--- config.mk ---
export PLATFORM = sky130hd
export DESIGN_NAME = apb_master_flat
export DESIGN_NICKNAME = d
export VERILOG_FILES = /design/src/rtl/apb_master_if.sv /design/src/rtl/apb_master.sv /design/src/flat_wrapper.sv
export SDC_FILE = /design/constraint.sdc
export NUM_CORES = 1
export LEC_CHECK = 0
export BUFFER_PORTS_ARGS = -buffer_cell sky130_fd_sc_hd__buf_2
export CAP_MARGIN = 10
export CORE_MARGIN = 2
export CORE_UTILIZATION = 40
export CTS_BUF_LIST = sky130_fd_sc_hd__clkbuf_8 sky130_fd_sc_hd__clkbuf_16
export DETAILED_ROUTE_END_ITERATION = 8
export PLACE_DENSITY_LB_ADDON = 0.25
export SLEW_MARGIN = 20
export SYNTH_ARGS = -nofsm -noshare
export SYNTH_HDL_FRONTEND = slang
export SYNTH_SLANG_ARGS = --single-unit
--- constraint.sdc ---
create_clock -name PCLK -period 1.86 [get_ports PCLK]
set_input_delay 0.279 -clock PCLK [delete_from_list [all_inputs] [get_ports PCLK]]
set_output_delay 0.279 -clock PCLK [all_outputs]
set_load 0.01 [all_outputs]
--- src/rtl/apb_master_if.sv ---
// Bundle between the local command/response port and the APB slave bus driven by apb_master.
// Command handshake: a command transfers on a rising edge where cmd_valid and cmd_ready are both 1;
// the requester holds cmd_valid and its fields stable until then. The response is a one-cycle
// rsp_valid pulse with no backpressure.
interface apb_master_if #(
  parameter int ADDR_WIDTH = 32,
  parameter int DATA_WIDTH = 32
);
  logic                  cmd_valid;
  logic                  cmd_ready;
  logic                  cmd_write;
  logic [ADDR_WIDTH-1:0] cmd_addr;
  logic [DATA_WIDTH-1:0] cmd_wdata;
  logic                  rsp_valid;
  logic [DATA_WIDTH-1:0] rsp_rdata;
  logic                  rsp_err;
  logic                  PSEL;
  logic                  PENABLE;
  logic [ADDR_WIDTH-1:0] PADDR;
  logic                  PWRITE;
  logic [DATA_WIDTH-1:0] PWDATA;
  logic                  PREADY;
  logic [DATA_WIDTH-1:0] PRDATA;
  logic                  PSLVERR;

  modport master (
    input  cmd_valid, cmd_write, cmd_addr, cmd_wdata, PREADY, PRDATA, PSLVERR,
    output cmd_ready, rsp_valid, rsp_rdata, rsp_err, PSEL, PENABLE, PADDR, PWRITE, PWDATA
  );

  modport slave (
    output cmd_valid, cmd_write, cmd_addr, cmd_wdata, PREADY, PRDATA, PSLVERR,
    input  cmd_ready, rsp_valid, rsp_rdata, rsp_err, PSEL, PENABLE, PADDR, PWRITE, PWDATA
  );
endinterface

--- src/rtl/apb_master.sv ---
// APB requester: turns single valid/ready commands into IDLE->SETUP->ACCESS transfers and
// returns one registered response per command, aborting stalled transfers after TIMEOUT cycles.
module apb_master #(
  parameter int ADDR_WIDTH = 32,
  parameter int DATA_WIDTH = 32,
  parameter int TIMEOUT    = 16
) (
  input  logic               PCLK,
  input  logic               PRESET,
  apb_master_if.master       bus,
  output logic [1:0]         state_o
);

  typedef enum logic [1:0] {
    ST_IDLE   = 2'd0,
    ST_SETUP  = 2'd1,
    ST_ACCESS = 2'd2
  } state_e;

  // TIMEOUT=0 disables the abort; keep a 1-bit counter so the width is never zero.
  localparam int CW = (TIMEOUT > 0) ? $clog2(TIMEOUT + 1) : 1;

  state_e                state_q, state_d;
  logic [CW-1:0]         cnt_q, cnt_d;
  logic                  psel_q, psel_d;
  logic                  penable_q, penable_d;
  logic                  pwrite_q, pwrite_d;
  logic [ADDR_WIDTH-1:0] paddr_q, paddr_d;
  logic [DATA_WIDTH-1:0] pwdata_q, pwdata_d;
  logic                  rsp_valid_q, rsp_valid_d;
  logic [DATA_WIDTH-1:0] rsp_rdata_q, rsp_rdata_d;
  logic                  rsp_err_q, rsp_err_d;
  logic                  accept;
  logic                  timeout_hit;

  assign bus.cmd_ready = (state_q == ST_IDLE) && PRESET;
  assign accept        = bus.cmd_valid && bus.cmd_ready;
  assign timeout_hit   = (TIMEOUT != 0) && ((int'(cnt_q) + 1) == TIMEOUT);

  always_ff @(posedge PCLK) begin
    if (!PRESET) begin
      state_q     <= ST_IDLE;
      cnt_q       <= '0;
      psel_q      <= 1'b0;
      penable_q   <= 1'b0;
      pwrite_q    <= 1'b0;
      paddr_q     <= '0;
      pwdata_q    <= '0;
      rsp_valid_q <= 1'b0;
      rsp_rdata_q <= '0;
      rsp_err_q   <= 1'b0;
    end else begin
      state_q     <= state_d;
      cnt_q       <= cnt_d;
      psel_q      <= psel_d;
      penable_q   <= penable_d;
      pwrite_q    <= pwrite_d;
      paddr_q     <= paddr_d;
      pwdata_q    <= pwdata_d;
      rsp_valid_q <= rsp_valid_d;
      rsp_rdata_q <= rsp_rdata_d;
      rsp_err_q   <= rsp_err_d;
    end
  end

  always_comb begin
    state_d = state_q;
    case (state_q)
      ST_IDLE:   if (accept) state_d = ST_SETUP;
      ST_SETUP:  state_d = ST_ACCESS;
      ST_ACCESS: if (bus.PREADY || timeout_hit) state_d = ST_IDLE;
      default:   state_d = ST_IDLE;
    endcase
  end

  always_comb begin
    cnt_d       = cnt_q;
    psel_d      = psel_q;
    penable_d   = penable_q;
    pwrite_d    = pwrite_q;
    paddr_d     = paddr_q;
    pwdata_d    = pwdata_q;
    rsp_valid_d = 1'b0;
    rsp_rdata_d = rsp_rdata_q;
    rsp_err_d   = rsp_err_q;
    case (state_q)
      ST_IDLE: begin
        if (accept) begin
          pwrite_d  = bus.cmd_write;
          paddr_d   = bus.cmd_addr;
          pwdata_d  = bus.cmd_wdata;
          psel_d    = 1'b1;
          penable_d = 1'b0;
        end
      end
      ST_SETUP: begin
        penable_d = 1'b1;
        cnt_d     = '0;
      end
      ST_ACCESS: begin
        if (bus.PREADY) begin
          psel_d      = 1'b0;
          penable_d   = 1'b0;
          rsp_valid_d = 1'b1;
          rsp_err_d   = bus.PSLVERR;
          rsp_rdata_d = (!pwrite_q && !bus.PSLVERR) ? bus.PRDATA : '0;
        end else begin
          // Saturate so TIMEOUT=0 (wait forever) can never wrap the counter.
          if (cnt_q != {CW{1'b1}}) cnt_d = cnt_q + 1'b1;
          if (timeout_hit) begin
            psel_d      = 1'b0;
            penable_d   = 1'b0;
            rsp_valid_d = 1'b1;
            rsp_err_d   = 1'b1;
            rsp_rdata_d = '0;
          end
        end
      end
      default: begin
        psel_d    = 1'b0;
        penable_d = 1'b0;
      end
    endcase
  end

  assign bus.PSEL      = psel_q;
  assign bus.PENABLE   = penable_q;
  assign bus.PWRITE    = pwrite_q;
  assign bus.PADDR     = paddr_q;
  assign bus.PWDATA    = pwdata_q;
  assign bus.rsp_valid = rsp_valid_q;
  assign bus.rsp_rdata = rsp_rdata_q;
  assign bus.rsp_err   = rsp_err_q;
  assign state_o       = state_q;

endmodule
--- src/flat_wrapper.sv ---
// flat-port wrapper written by rule: the top's interface ports become plain ports
module apb_master_flat 
#(
  parameter int ADDR_WIDTH = 32,
  parameter int DATA_WIDTH = 32,
  parameter int TIMEOUT    = 16
)
  (PCLK, PRESET, state_o, bus_cmd_valid, bus_cmd_write, bus_cmd_addr, bus_cmd_wdata, bus_PREADY, bus_PRDATA, bus_PSLVERR, bus_cmd_ready, bus_rsp_valid, bus_rsp_rdata, bus_rsp_err, bus_PSEL, bus_PENABLE, bus_PADDR, bus_PWRITE, bus_PWDATA);
  apb_master_if #(.ADDR_WIDTH(ADDR_WIDTH), .DATA_WIDTH(DATA_WIDTH)) bus_i ();
  input  logic PCLK;
  input  logic PRESET;
  output logic [1:0] state_o;
  input wire logic [$bits(bus_i.cmd_valid)-1:0] bus_cmd_valid;
  input wire logic [$bits(bus_i.cmd_write)-1:0] bus_cmd_write;
  input wire logic [$bits(bus_i.cmd_addr)-1:0] bus_cmd_addr;
  input wire logic [$bits(bus_i.cmd_wdata)-1:0] bus_cmd_wdata;
  input wire logic [$bits(bus_i.PREADY)-1:0] bus_PREADY;
  input wire logic [$bits(bus_i.PRDATA)-1:0] bus_PRDATA;
  input wire logic [$bits(bus_i.PSLVERR)-1:0] bus_PSLVERR;
  output wire logic [$bits(bus_i.cmd_ready)-1:0] bus_cmd_ready;
  output wire logic [$bits(bus_i.rsp_valid)-1:0] bus_rsp_valid;
  output wire logic [$bits(bus_i.rsp_rdata)-1:0] bus_rsp_rdata;
  output wire logic [$bits(bus_i.rsp_err)-1:0] bus_rsp_err;
  output wire logic [$bits(bus_i.PSEL)-1:0] bus_PSEL;
  output wire logic [$bits(bus_i.PENABLE)-1:0] bus_PENABLE;
  output wire logic [$bits(bus_i.PADDR)-1:0] bus_PADDR;
  output wire logic [$bits(bus_i.PWRITE)-1:0] bus_PWRITE;
  output wire logic [$bits(bus_i.PWDATA)-1:0] bus_PWDATA;
  assign bus_i.cmd_valid = bus_cmd_valid;
  assign bus_i.cmd_write = bus_cmd_write;
  assign bus_i.cmd_addr = bus_cmd_addr;
  assign bus_i.cmd_wdata = bus_cmd_wdata;
  assign bus_i.PREADY = bus_PREADY;
  assign bus_i.PRDATA = bus_PRDATA;
  assign bus_i.PSLVERR = bus_PSLVERR;
  assign bus_cmd_ready = bus_i.cmd_ready;
  assign bus_rsp_valid = bus_i.rsp_valid;
  assign bus_rsp_rdata = bus_i.rsp_rdata;
  assign bus_rsp_err = bus_i.rsp_err;
  assign bus_PSEL = bus_i.PSEL;
  assign bus_PENABLE = bus_i.PENABLE;
  assign bus_PADDR = bus_i.PADDR;
  assign bus_PWRITE = bus_i.PWRITE;
  assign bus_PWDATA = bus_i.PWDATA;
  apb_master #(.ADDR_WIDTH(ADDR_WIDTH), .DATA_WIDTH(DATA_WIDTH), .TIMEOUT(TIMEOUT)) u_core (.PCLK(PCLK), .PRESET(PRESET), .bus(bus_i), .state_o(state_o));
endmodule
==> summary.txt <==
Status
  • Status: complete, no violations

Die
  • Die area: 0.0103 mm²
  • Placeable Area: 0.00920 mm²
  • Die height: 101 µm
  • Site row count: 35
  • Chip width: 101 µm
  • Initial core utilization: 41.2%
  • IO Pins: 206

Finish
  • Core Util, Final: 57.5%
  • Multi-input gate area: 0.00151 mm²
  • Syn-to-layout area delta: 39.7%
  • Commonest non-fill, non-tap cell in the layout: buf_2
  • Register area: 0.00216 mm²
  • Non-Filler Instances: 740
  • Fill cell count: 849
  • Commonest non-fill, non-tap cells in the layout: 205 x buf_2, 136 x nand2_1, 106 x dfxtp_1
  • Diodes inserted: 0
  • Final Net Count: 728
  • Share of cells above drive strength 1: 40.4%

Routing
  • DRT Pass-1 Iters: 4
  • Routed vias: 3,614
  • Drt via density: 4.88
  • Final WL: 10.0 mm
  • Remaining DRCs: 0
  • WL/cell: 13.6 µm
  • Iter 0 DRT Violations: 80
  • Post-route ant nets: 0

Timing
  • Worst clock skew: 0.00716 ns
  • RSZ-0062 raised after global routing: true
  • Worst-Margin Slew: 0.380 ns
  • Tcrit/Tclk final: 98.8%
  • Minimum clock period: 1.84 ns
  • Setup TNS Final: 0 ns
  • Slew headroom: 74.6%
  • Hold Slack: 0.111 ns
  • Setup Viol. Count Final: 0
  • Final Hold Fails: 0
  • Achievable clock frequency: 544 MHz
  • Fin. max-slew vios: 0

Logic synthesis
  • Synth Register Bits: 108
  • Cells after Synth: 420
  • Asr flop ratio synth: 0%
  • Post-synth EDFFs: 0
  • Syn Std Cell Area: 0.00379 mm²
  • Warnings from Yosys: 0
  • Top FF cell, synth: dfxtp_1
  • Syn Area/Cell: 9.01 µm²
  • Seq/Total Area, Yosys: 57.1%
  • Post-Syn Nets: 524
  • Yosys cell types: 34

GRT
  • Initial antenna violation count: 0
  • GRT Overall Usage: 18.7%
  • First-pass GRT wire length: 15.4 mm
  • Vias in the first global route: 3,413
  • Grt ovf: 0
  • Largest net degree at the start of global routing: 50

Clocking
  • Clock sink count: 108
  • Worst-path clk slew: 0.11 ns
  • CTS tree: built
  • TritonCTS buffer count: 9
  • H-tree depth: 3
  • Clock Tree Buf Depth: 2
  • CTS root buf: clkbuf_8
  • Worst-Skew Late Latency: 0.35 ns

Run
  • MaxCap Viol Count: 0

Setup path
  • Critical path launch point type: register
  • R2R Setup Slk: 0.02 ns
  • Setup crit end: u_core.bus.rsp_rdata[13]
  • CP Data Arrival Time: 2.09 ns
  • Worst Path Buf+Inv: 1
  • CP delay by family, top: adder cells
  • Setup crit start: u_core.cnt_q[1]
  • R2r worst-path depth: 8
  • R2R Path End: u_core.bus.rsp_rdata[13]
  • Crit path depth: 8
  • Crit Path Max Fanout: 8
  • Worst Path Class, Setup: register to register
  • CP Cell Sequence: ha_4, and3_4, ha_4, nand3_4, nand2_2, o2111ai_4, clkbuf_16, a22o_1
  • RR Startpoint: u_core.cnt_q[1]
  • Crit path top cell by count: ha_4
  • Slowest stage delay, CP: 0.35 ns
  • Worst setup EP type: register
  • WP data required: 2.11 ns
  • CP max-delay cell: dfxtp_2

Pwr
  • PwrDens: 866 mW/mm²
  • Final Total Pwr: 4.58 mW
  • Peak supply drop: 0.542 mV
  • Leak: 2.53 nW

Placement
  • Placer Congestion: 0.803
  • Placed Cells: 719
  • Hpwl dp: 7.00 mm
  • Port Buffer Count: 205

Min path
  • Worst hold stages: 3
  • Worst min path class: primary input to register
## worst min path at each step
stage | startpoint | endpoint
2_1_floorplan | bus_cmd_addr[0] | u_core.bus.PADDR[0]
3_3_place_gp | u_core.bus.PADDR[21] | u_core.bus.PADDR[21]
3_5_place_dp | u_core.bus.PWDATA[31] | u_core.bus.PWDATA[31]
4_1_cts | bus_cmd_wdata[22] | u_core.bus.PWDATA[22]
5_1_grt | bus_cmd_addr[11] | u_core.bus.PADDR[11]
6_report | bus_cmd_addr[12] | u_core.bus.PADDR[12]
## synthesized netlist by cell type (2+ instances only)
cell type,instances,area [µm²]
nand2b_1,3,18.8
inv_1,2,7.51
ha_1,2,25.0
nor2b_1,3,18.8
nand3_1,5,25.0
a211oi_1,2,15.0
a21oi_1,5,25.0
nand2_1,137,514
buf_2,9,45.0
dfxtp_1,108,2160
a22o_1,32,280
and3_1,3,18.8
buf_4,5,37.5
buf_6,3,33.8
clkbuf_1,14,52.6
o21ai_0,66,330
nor2_1,4,15.0
## flip-flops by register name, indices dropped and copies added (netlist names)
name / flops
u_core.bus.PADDR: 32
u_core.bus.PENABLE: 1
u_core.bus.PSEL: 1
u_core.bus.PWDATA: 32
u_core.bus.PWRITE: 1
u_core.bus.rsp_err: 1
u_core.bus.rsp_rdata: 32
u_core.bus.rsp_valid: 1
u_core.cnt_q: 5
u_core.state_o: 2
## report_power, final
group / total, mW / internal (mW) / switching [mW]
Sequential: 2.51 / 2.44 / 0.0681
Combinational: 0.591 / 0.276 / 0.315
Clock: 1.48 / 0.650 / 0.831
Total: 4.58 / 3.37 / 1.21
## kinds of logic after synthesis
logic type               after synthesis  share of synthesized area (%)
XOR/XNOR                               1                          0.231
AND/OR/NAND/NOR                      160                           17.8
flip-flops                           108                           57.1
buffers and inverters                 34                           4.76
adder cells (fa/ha/maj)                2                          0.661
AO/OA/AOI/OAI                        115                           19.4
## metal layers
layer / wire, µm / track usage (%)
met2: 4820 / 33.0
met5: 0 / 0
met3: 931 / 6.63
met4: 86 / 4.68
met1: 4190 / 21.6
## cell type report
cell class | instances | share of cell area (%)
tap | 111 | 2.63
timing repair buffer | 224 | 23.8
sequential | 108 | 40.9
clock inverter | 7 | 1.56
inverter | 3 | 0.213
clock buffer | 9 | 2.34
multi-input combinational | 278 | 28.6
## tightest hold or removal path: cells and delay by family
family | cells | cell delay (ns)
AOI/OAI and AO/OA | 1 | 0.05
and+or+nand+nor | 1 | 0.03
buffers and inverters | 1 | 0.07
## stage by stage
stage / area [µm²] / setup WS (ns)
final: 5290 / 0.0219
after global routing: 5290 / -0.0474
after CTS: 5270 / -0.0132
after detailed placement: 4950 / -0.00432
after global placement: 4950 / 0.0382
after floorplan: 3790 / 0.0506
## what timing repair did
| item | CTS | global route |
|---|---|---|
| resized for setup | 10 | 4 |
| endpoints found under the setup margin | 26 | 31 |
| setup buffers | 2 | 0 |
| pin swaps | 6 | 3 |
| hold buffers | 0 | 0 |
| cloned | 2 | 1 |
No activity file was read; power rests on OpenSTA's default activity.
